$ cat config.mk
export PLATFORM = sky130hd
export DESIGN_NAME = id_ex_hazard_reg
export DESIGN_NICKNAME = d
export VERILOG_FILES = /design/src/rtl/id_ex_hazard_reg.sv
export SDC_FILE = /design/constraint.sdc
export NUM_CORES = 1
export LEC_CHECK = 0
export CELL_PAD_IN_SITES_DETAIL_PLACEMENT = 2
export CELL_PAD_IN_SITES_GLOBAL_PLACEMENT = 2
export CORE_MARGIN = 1.5
export CORE_UTILIZATION = 29
export DETAILED_ROUTE_END_ITERATION = 16
export HOLD_SLACK_MARGIN = 0.12
export PLACE_DENSITY_LB_ADDON = 0.3
export SKIP_CTS_REPAIR_TIMING = 1
export SLEW_MARGIN = 10
export SYNTH_ARGS = -nofsm -noshare
export SYNTH_HDL_FRONTEND = slang
export SYNTH_SLANG_ARGS = --single-unit
$ cat constraint.sdc
create_clock -name clk_i -period 5 [get_ports clk_i]
set_input_delay 1 -clock clk_i [delete_from_list [all_inputs] [get_ports clk_i]]
set_output_delay 1 -clock clk_i [all_outputs]
set_load 0.05 [all_outputs]
$ cat src/rtl/id_ex_hazard_reg.sv
// ID/EX pipeline register with load-use hazard detection, one-cycle bubble
// insertion, PC / IF-ID write gating and a saturating bubble counter.
module id_ex_hazard_reg #(
  parameter int DATA_W = 32,
  parameter int CNT_W  = 16
) (
  input  logic              clk_i,
  input  logic              rst_i,
  input  logic              stall_i,
  input  logic              flush_i,
  input  logic              id_valid_i,
  input  logic [4:0]        id_rs1addr_i,
  input  logic [4:0]        id_rs2addr_i,
  input  logic [4:0]        id_rdaddr_i,
  input  logic [DATA_W-1:0] id_rs1data_i,
  input  logic [DATA_W-1:0] id_rs2data_i,
  input  logic [DATA_W-1:0] id_imm_i,
  input  logic [7:0]        id_ctrl_i,
  output logic              ex_valid_o,
  output logic [4:0]        ex_rs1addr_o,
  output logic [4:0]        ex_rs2addr_o,
  output logic [4:0]        ex_rdaddr_o,
  output logic [DATA_W-1:0] ex_rs1data_o,
  output logic [DATA_W-1:0] ex_rs2data_o,
  output logic [DATA_W-1:0] ex_imm_o,
  output logic [7:0]        ex_ctrl_o,
  output logic              hazard_o,
  output logic              pc_write_o,
  output logic              ifid_write_o,
  output logic [CNT_W-1:0]  bubble_cnt_o
);

  localparam logic [CNT_W-1:0] CNT_MAX = '1;

  logic ex_memread;
  logic rd_matches;
  logic take_bubble;

  // A load in EX whose destination feeds the instruction in ID must wait a cycle.
  assign ex_memread  = ex_ctrl_o[6];
  assign rd_matches  = (ex_rdaddr_o == id_rs1addr_i) || (ex_rdaddr_o == id_rs2addr_i);
  assign hazard_o    = ex_valid_o && ex_memread && id_valid_i &&
                       (ex_rdaddr_o != 5'd0) && rd_matches;
  assign pc_write_o   = ~hazard_o & ~stall_i;
  assign ifid_write_o = ~hazard_o & ~stall_i;
  assign take_bubble  = !flush_i && !stall_i && hazard_o;

  always_ff @(posedge clk_i or posedge rst_i) begin
    if (rst_i) begin
      ex_valid_o   <= 1'b0;
      ex_rs1addr_o <= '0;
      ex_rs2addr_o <= '0;
      ex_rdaddr_o  <= '0;
      ex_rs1data_o <= '0;
      ex_rs2data_o <= '0;
      ex_imm_o     <= '0;
      ex_ctrl_o    <= '0;
    end else if (flush_i) begin
      // A flushed slot still captures operands so the forwarding unit sees stable indices.
      ex_valid_o   <= 1'b0;
      ex_ctrl_o    <= '0;
      ex_rs1addr_o <= id_rs1addr_i;
      ex_rs2addr_o <= id_rs2addr_i;
      ex_rdaddr_o  <= id_rdaddr_i;
      ex_rs1data_o <= id_rs1data_i;
      ex_rs2data_o <= id_rs2data_i;
      ex_imm_o     <= id_imm_i;
    end else if (stall_i) begin
      ex_valid_o <= ex_valid_o;
    end else if (hazard_o) begin
      ex_valid_o <= 1'b0;
      ex_ctrl_o  <= '0;
    end else begin
      ex_valid_o   <= id_valid_i;
      ex_ctrl_o    <= id_ctrl_i;
      ex_rs1addr_o <= id_rs1addr_i;
      ex_rs2addr_o <= id_rs2addr_i;
      ex_rdaddr_o  <= id_rdaddr_i;
      ex_rs1data_o <= id_rs1data_i;
      ex_rs2data_o <= id_rs2data_i;
      ex_imm_o     <= id_imm_i;
    end
  end

  always_ff @(posedge clk_i or posedge rst_i) begin
    if (rst_i) begin
      bubble_cnt_o <= '0;
    end else if (take_bubble && (bubble_cnt_o != CNT_MAX)) begin
      bubble_cnt_o <= bubble_cnt_o + 1'b1;
    end
  end

endmodule

### Word-level counts from Yosys, hierarchy flattened

Cells that the tools add are included.
Widths: inputs -> output; s select.

| cells by class | value |
|---|---|
| add/subtract/negate cells | 1 |
| equal/unequal tests | 5 |
| muxes and demuxes | 24 |
| bitwise operators | 3 |
| reductions and logical operators | 12 |

Operators with widths:

| kind | number |
|---|---|
| $mux 32 | 9 |
| $mux 5 | 9 |
| $mux 8 | 3 |
| $add 16x1->16 const B | 1 |
| $ne 16x16->1 const B | 1 |
| $eq 5x5->1 | 2 |
| $logic_and 1x1->1 | 7 |
| $reduce_bool 5->1 | 1 |
| $mux 1 | 3 |
| $logic_not 1->1 | 2 |
| $ne 2x1->1 const B | 1 |
| $ne 2x2->1 const B | 1 |
| $not 1->1 | 2 |
| $reduce_and 2->1 | 1 |
| $and 1x1->1 | 1 |
| $logic_or 1x1->1 | 1 |

| storage, ports and cells | value |
|---|---|
| register bits after elaboration | 136 |
| bits of input ports | 124 |
| output and inout bits | 139 |
| word-level logic and storage cells | 54 |

### Logic depth before layout (Yosys ltp)

| logic depth | value |
|---|---|
| depth after elaboration | 7 |
| gate-level depth with buffers | 8 |
| depth with buffers taken out | 5 |

### Worst setup path before layout

Ideal clock, no wire load.

| path | value |
|---|---|
| path type | input to output |
| start point | in id_rs1addr_i[2] |
| end point | out pc_write_o |
| arrival | 3.389 ns |
| required time | 4.000 ns |
| slack | 0.611 ns |
| stages on the path | 8 |
| path buffers | 3 |
| cells stage by stage | xor2_1 nor3_2 a22oi_4 buf_2 buf_2 nor2_1 nor2_1 buf_4 |

| on the way | value |
|---|---|
| word-level cells in the longest chain between the ends | 5 |

RTL lines:

| element | line | RTL |
|---|---|---|
| start, declared | 12 | `input logic [4:0] id_rs1addr_i,` |
| $eq 5x5->1 | 41 | `assign rd_matches = (ex_rdaddr_o == id_rs1addr_i) \|\| (ex_rdaddr_o == id_rs2addr_i);` |
| $logic_or 1x1->1 | 41 |  |
| $logic_and 1x1->1 | 43 | `(ex_rdaddr_o != 5'd0) && rd_matches;` |
| named net hazard_o | 27 | `output logic hazard_o,` |
| $not 1->1 | -- |  |
| $and 1x1->1 | -- |  |
| end, declared | 28 | `output logic pc_write_o,` |

The timed path passes the listed nets, and every way through them passes these cells.

### Worst setup path in the final report

| path | value |
|---|---|
| start point | in id_rs2addr_i[2] |
| end point | out ifid_write_o |

| on the way | value |
|---|---|
| word-level cells in the longest chain between the ends | 5 |

RTL lines:

| element | line | RTL |
|---|---|---|
| start, declared | 13 | `input logic [4:0] id_rs2addr_i,` |
| $eq 5x5->1 | 41 |  |
| $logic_or 1x1->1 | 41 |  |
| $logic_and 1x1->1 | 43 |  |
| $not 1->1 | 45 | `assign ifid_write_o = ~hazard_o & ~stall_i;` |
| $and 1x1->1 | 45 |  |
| end, declared | 29 | `output logic ifid_write_o,` |

No other way between the ends.

==> flow_summary.yaml <==
setup_path:
  worst_setup_path_start_kind: "input port"
  r2r-end: "ex_rs2data_o[26]$_DFFE_PP0P_"
  reg2reg_setup_slack_ns: 2.17
  cp.required_ns: 4.00
  reg2reg_depth: 6
  critPathCaptureType: "output port"
  critical_path_arrival_ns: 3.32
  rr_startpoint: "ex_rdaddr_o[0]$_DFFE_PP0P_"
  path_max_fanout: 3
  crit_type: "in -> out"
floorplan:
  io_pins: 263
  fp.dieArea_sq_um: 33410
  rows: 65
  coreArea_sq_um: 31720
  die_y_um: 182.8
  start_util_pct: 29.55
  die_x_um: 182.8
synth:
  synth_cells: 1051
  synth.area.top_cells: "dfrtp_1, mux2i_1, nand2_1"
  synth_flop_cell: "dfrtp_1"
  yosysSeqAreaShare_pct: 36.31
  syn-num-nets: 1176
  synth-edff-count: 0
  synth-seq-cells: 136
  synth_top_area_share_pct: 36.31
  yosys_warnings: 0
  synth_top_area_cell: "dfrtp_1"
  synth_area_sq_um: 9373
  ys_async_sr_fraction_pct: 100.0
  yosysMostFrequentCell: "nand2_1"
  syn_area_per_cell_sq_um: 8.918
  ys_top_cells_by_count: "nand2_1, dfrtp_1, nor2b_1, nand4_1, nor3b_1"
  synth_cell_types: 42
sta:
  worstMarginPinSlew_ns: 1.349
  rsz0062_at_grt: "no"
  period_needed_ns: 4.322
  maxSlewHeadroom_pct: 10.08
  fin_setup_tns_ns: 0
  holdWs_ns: 0.4976
  fmaxAchievable_mhz: 231.4
  fin_skew_ns: 0.01197
  setup_viol: 0
  finalCritPeriodShare_pct: 86.44
  hold_violations: 0
  slew_violations: 0
grt:
  overflow: 0
  grt_pass1_wl_um: 52740
  antenna_found_initial: 3
  grt_pass1_vias: 9483
  grt_max_degree: 228
  grt_use_total_pct: 19.70
pwr:
  powerDensity_nw_per_um2: 295.9
  leakage_nw: 5.117
  clockPowerShare_pct: 33.7
  switching_power_mw: 1.333
  combPwrFrac_pct: 31.6
  swShare_pct: 35.76
  ir_drop_mv: 0.2194
  internal-power_mw: 2.395
  seq_power_share_pct: 34.8
finish:
  multiInputGateArea_sq_um: 5386
  layout.cells.non_filler: 1654
  drive_above_1_share_pct: 4.003
  regArea_sq_um: 3403
  fill_cells: 3518
  final_nets: 1361
  area_growth_pct: 34.41
  finalInstanceArea_sq_um: 12600
place:
  port_buffers: 262
  dp_hpwl_um: 20620
  dp_cells: 1619
  place.gp.congestion: 0.7312
  postPlaceCellArea_sq_um: 12030
routing:
  routed_wl_um: 32850
  vias: 8898
  routedWlPerCell_um: 19.86
  drtIter0Drc: 586
  drcViolationCount: 0
  ant_nets: 0
  first_pass_iters: 6
  via_per_inst: 5.380
clocking:
  clockRootBuffer: "clkbuf_16"
  insertion_delay_ns: 0.43
  numClockSinks: 136
  clkTransAtPathRegs_ns: 0.06
  cts_made_buffers: 17
  cts.htree.levels: 4
  clock_path_buffers: 2
  cts_tree: "built"
flow_run:
  drv_cap: 0
min_path:
  min-delay-start: "ex_ctrl_o[7]$_DFFE_PP0P_"
  hold_path.class: "reg -> reg"
  hold_depth: 2
  min_to: "ex_ctrl_o[7]$_DFFE_PP0P_"
run_status:
  status: "complete, no violations"
power by group through the flow:
stage / sequential [mW] / clock (mW) / combinational [mW]
finish: 1.30 / 1.25 / 1.18
global route: 1.31 / 1.34 / 1.25
CTS: 1.30 / 1.31 / 1.19
detailed placement: 1.32 / 0 / 1.19
global placement: 1.31 / 0 / 1.17
floorplan: 1.66 / 0 / 0.393
worst max-delay path by stage:
stage | start | endpoint | slack [ns]
detailed placement | id_rs2addr_i[2] | ifid_write_o | 0.71
floorplan | rst_i | bubble_cnt_o[0]$_DFFE_PP0P_ | 0.36
global route | id_rs2addr_i[2] | ifid_write_o | 0.59
CTS | id_rs2addr_i[2] | ifid_write_o | 0.68
global placement | id_rs1addr_i[3] | ifid_write_o | 0.74
finish | id_rs2addr_i[2] | ifid_write_o | 0.68
logic make-up after synthesis:
logic type / after synthesis / share of synthesized area, %
adder cells (fa/ha/maj): 1 / 0.1335
multiplexers: 77 / 8.263
AO/OA/AOI/OAI: 59 / 5.727
XOR/XNOR: 23 / 2.149
flip-flops: 136 / 36.31
buffers and inverters: 108 / 6.328
AND/OR/NAND/NOR: 647 / 41.09
metal layers:
layer,routed length [um],vias up,global-route usage [%]
li1,-,4182,-
met1,14670,4492,25.60
met2,15800,204,32.53
met3,2036,18,5.580
met4,320,2,4.295
met5,12,-,0
per-stage QoR:
stage	utilization (%)	setup slack, ns	power, mW
finish	39.72	0.6778	3.728
global route	39.70	0.5937	3.906
CTS	39.70	0.6840	3.799
detailed placement	37.94	0.7055	2.504
global placement	37.94	0.7400	2.481
floorplan	-	0.3605	2.051
cell usage in the layout (no fill, tap or decap), drive strengths merged:
cell	count
clkdlybuf4s50	260
xnor2	9
nor4b	1
diode	3
nand2b	3
clkinv	6
nand3b	75
nor3b	76
a22oi	1
ha	1
o211ai	9
and3	1
dfrtp	136
a222oi	37
inv	1
bufinv	2
nand2	197
a2111oi	1
or4b	37
nand3	44
nor2	7
a21oi	8
xor2	14
clkinvlp	2
mux2i	74
mux2	3
clkbuf	24
a41oi	1
buf	11
or3b	3
o21ai	2
or4	2
nand4b	4
and2	1
and4	2
nor2b	111
nand4	78
nor3	5
cell type report:
class                           count  area share [%]
Tap cell                          402           3.992
Inverter                            2         0.09931
Sequential cell                   136           27.01
Timing Repair Buffer              272           21.65
Antenna cell                        3         0.05959
Multi-Input combinational cell    807           42.76
Clock inverter                      9          0.7945
Clock buffer                       23           3.635
critical path: stages:
cell	delay [ns]
clkdlybuf4s50_1	0.51
xor2_1	0.23
nor2_1	0.11
a22oi_4	0.20
nor2_1	0.12
nor2_1	0.27
clkdlybuf4s50_1	0.88
sequential cells by signal, summed over array words and instances, names as in the netlist:
| register | flops |
|---|---|
| bubble_cnt_o | 16 |
| ex_ctrl_o | 8 |
| ex_imm_o | 32 |
| ex_rdaddr_o | 5 |
| ex_rs1addr_o | 5 |
| ex_rs1data_o | 32 |
| ex_rs2addr_o | 5 |
| ex_rs2data_o | 32 |
| ex_valid_o | 1 |
No activity file was read; power rests on OpenSTA's default activity.
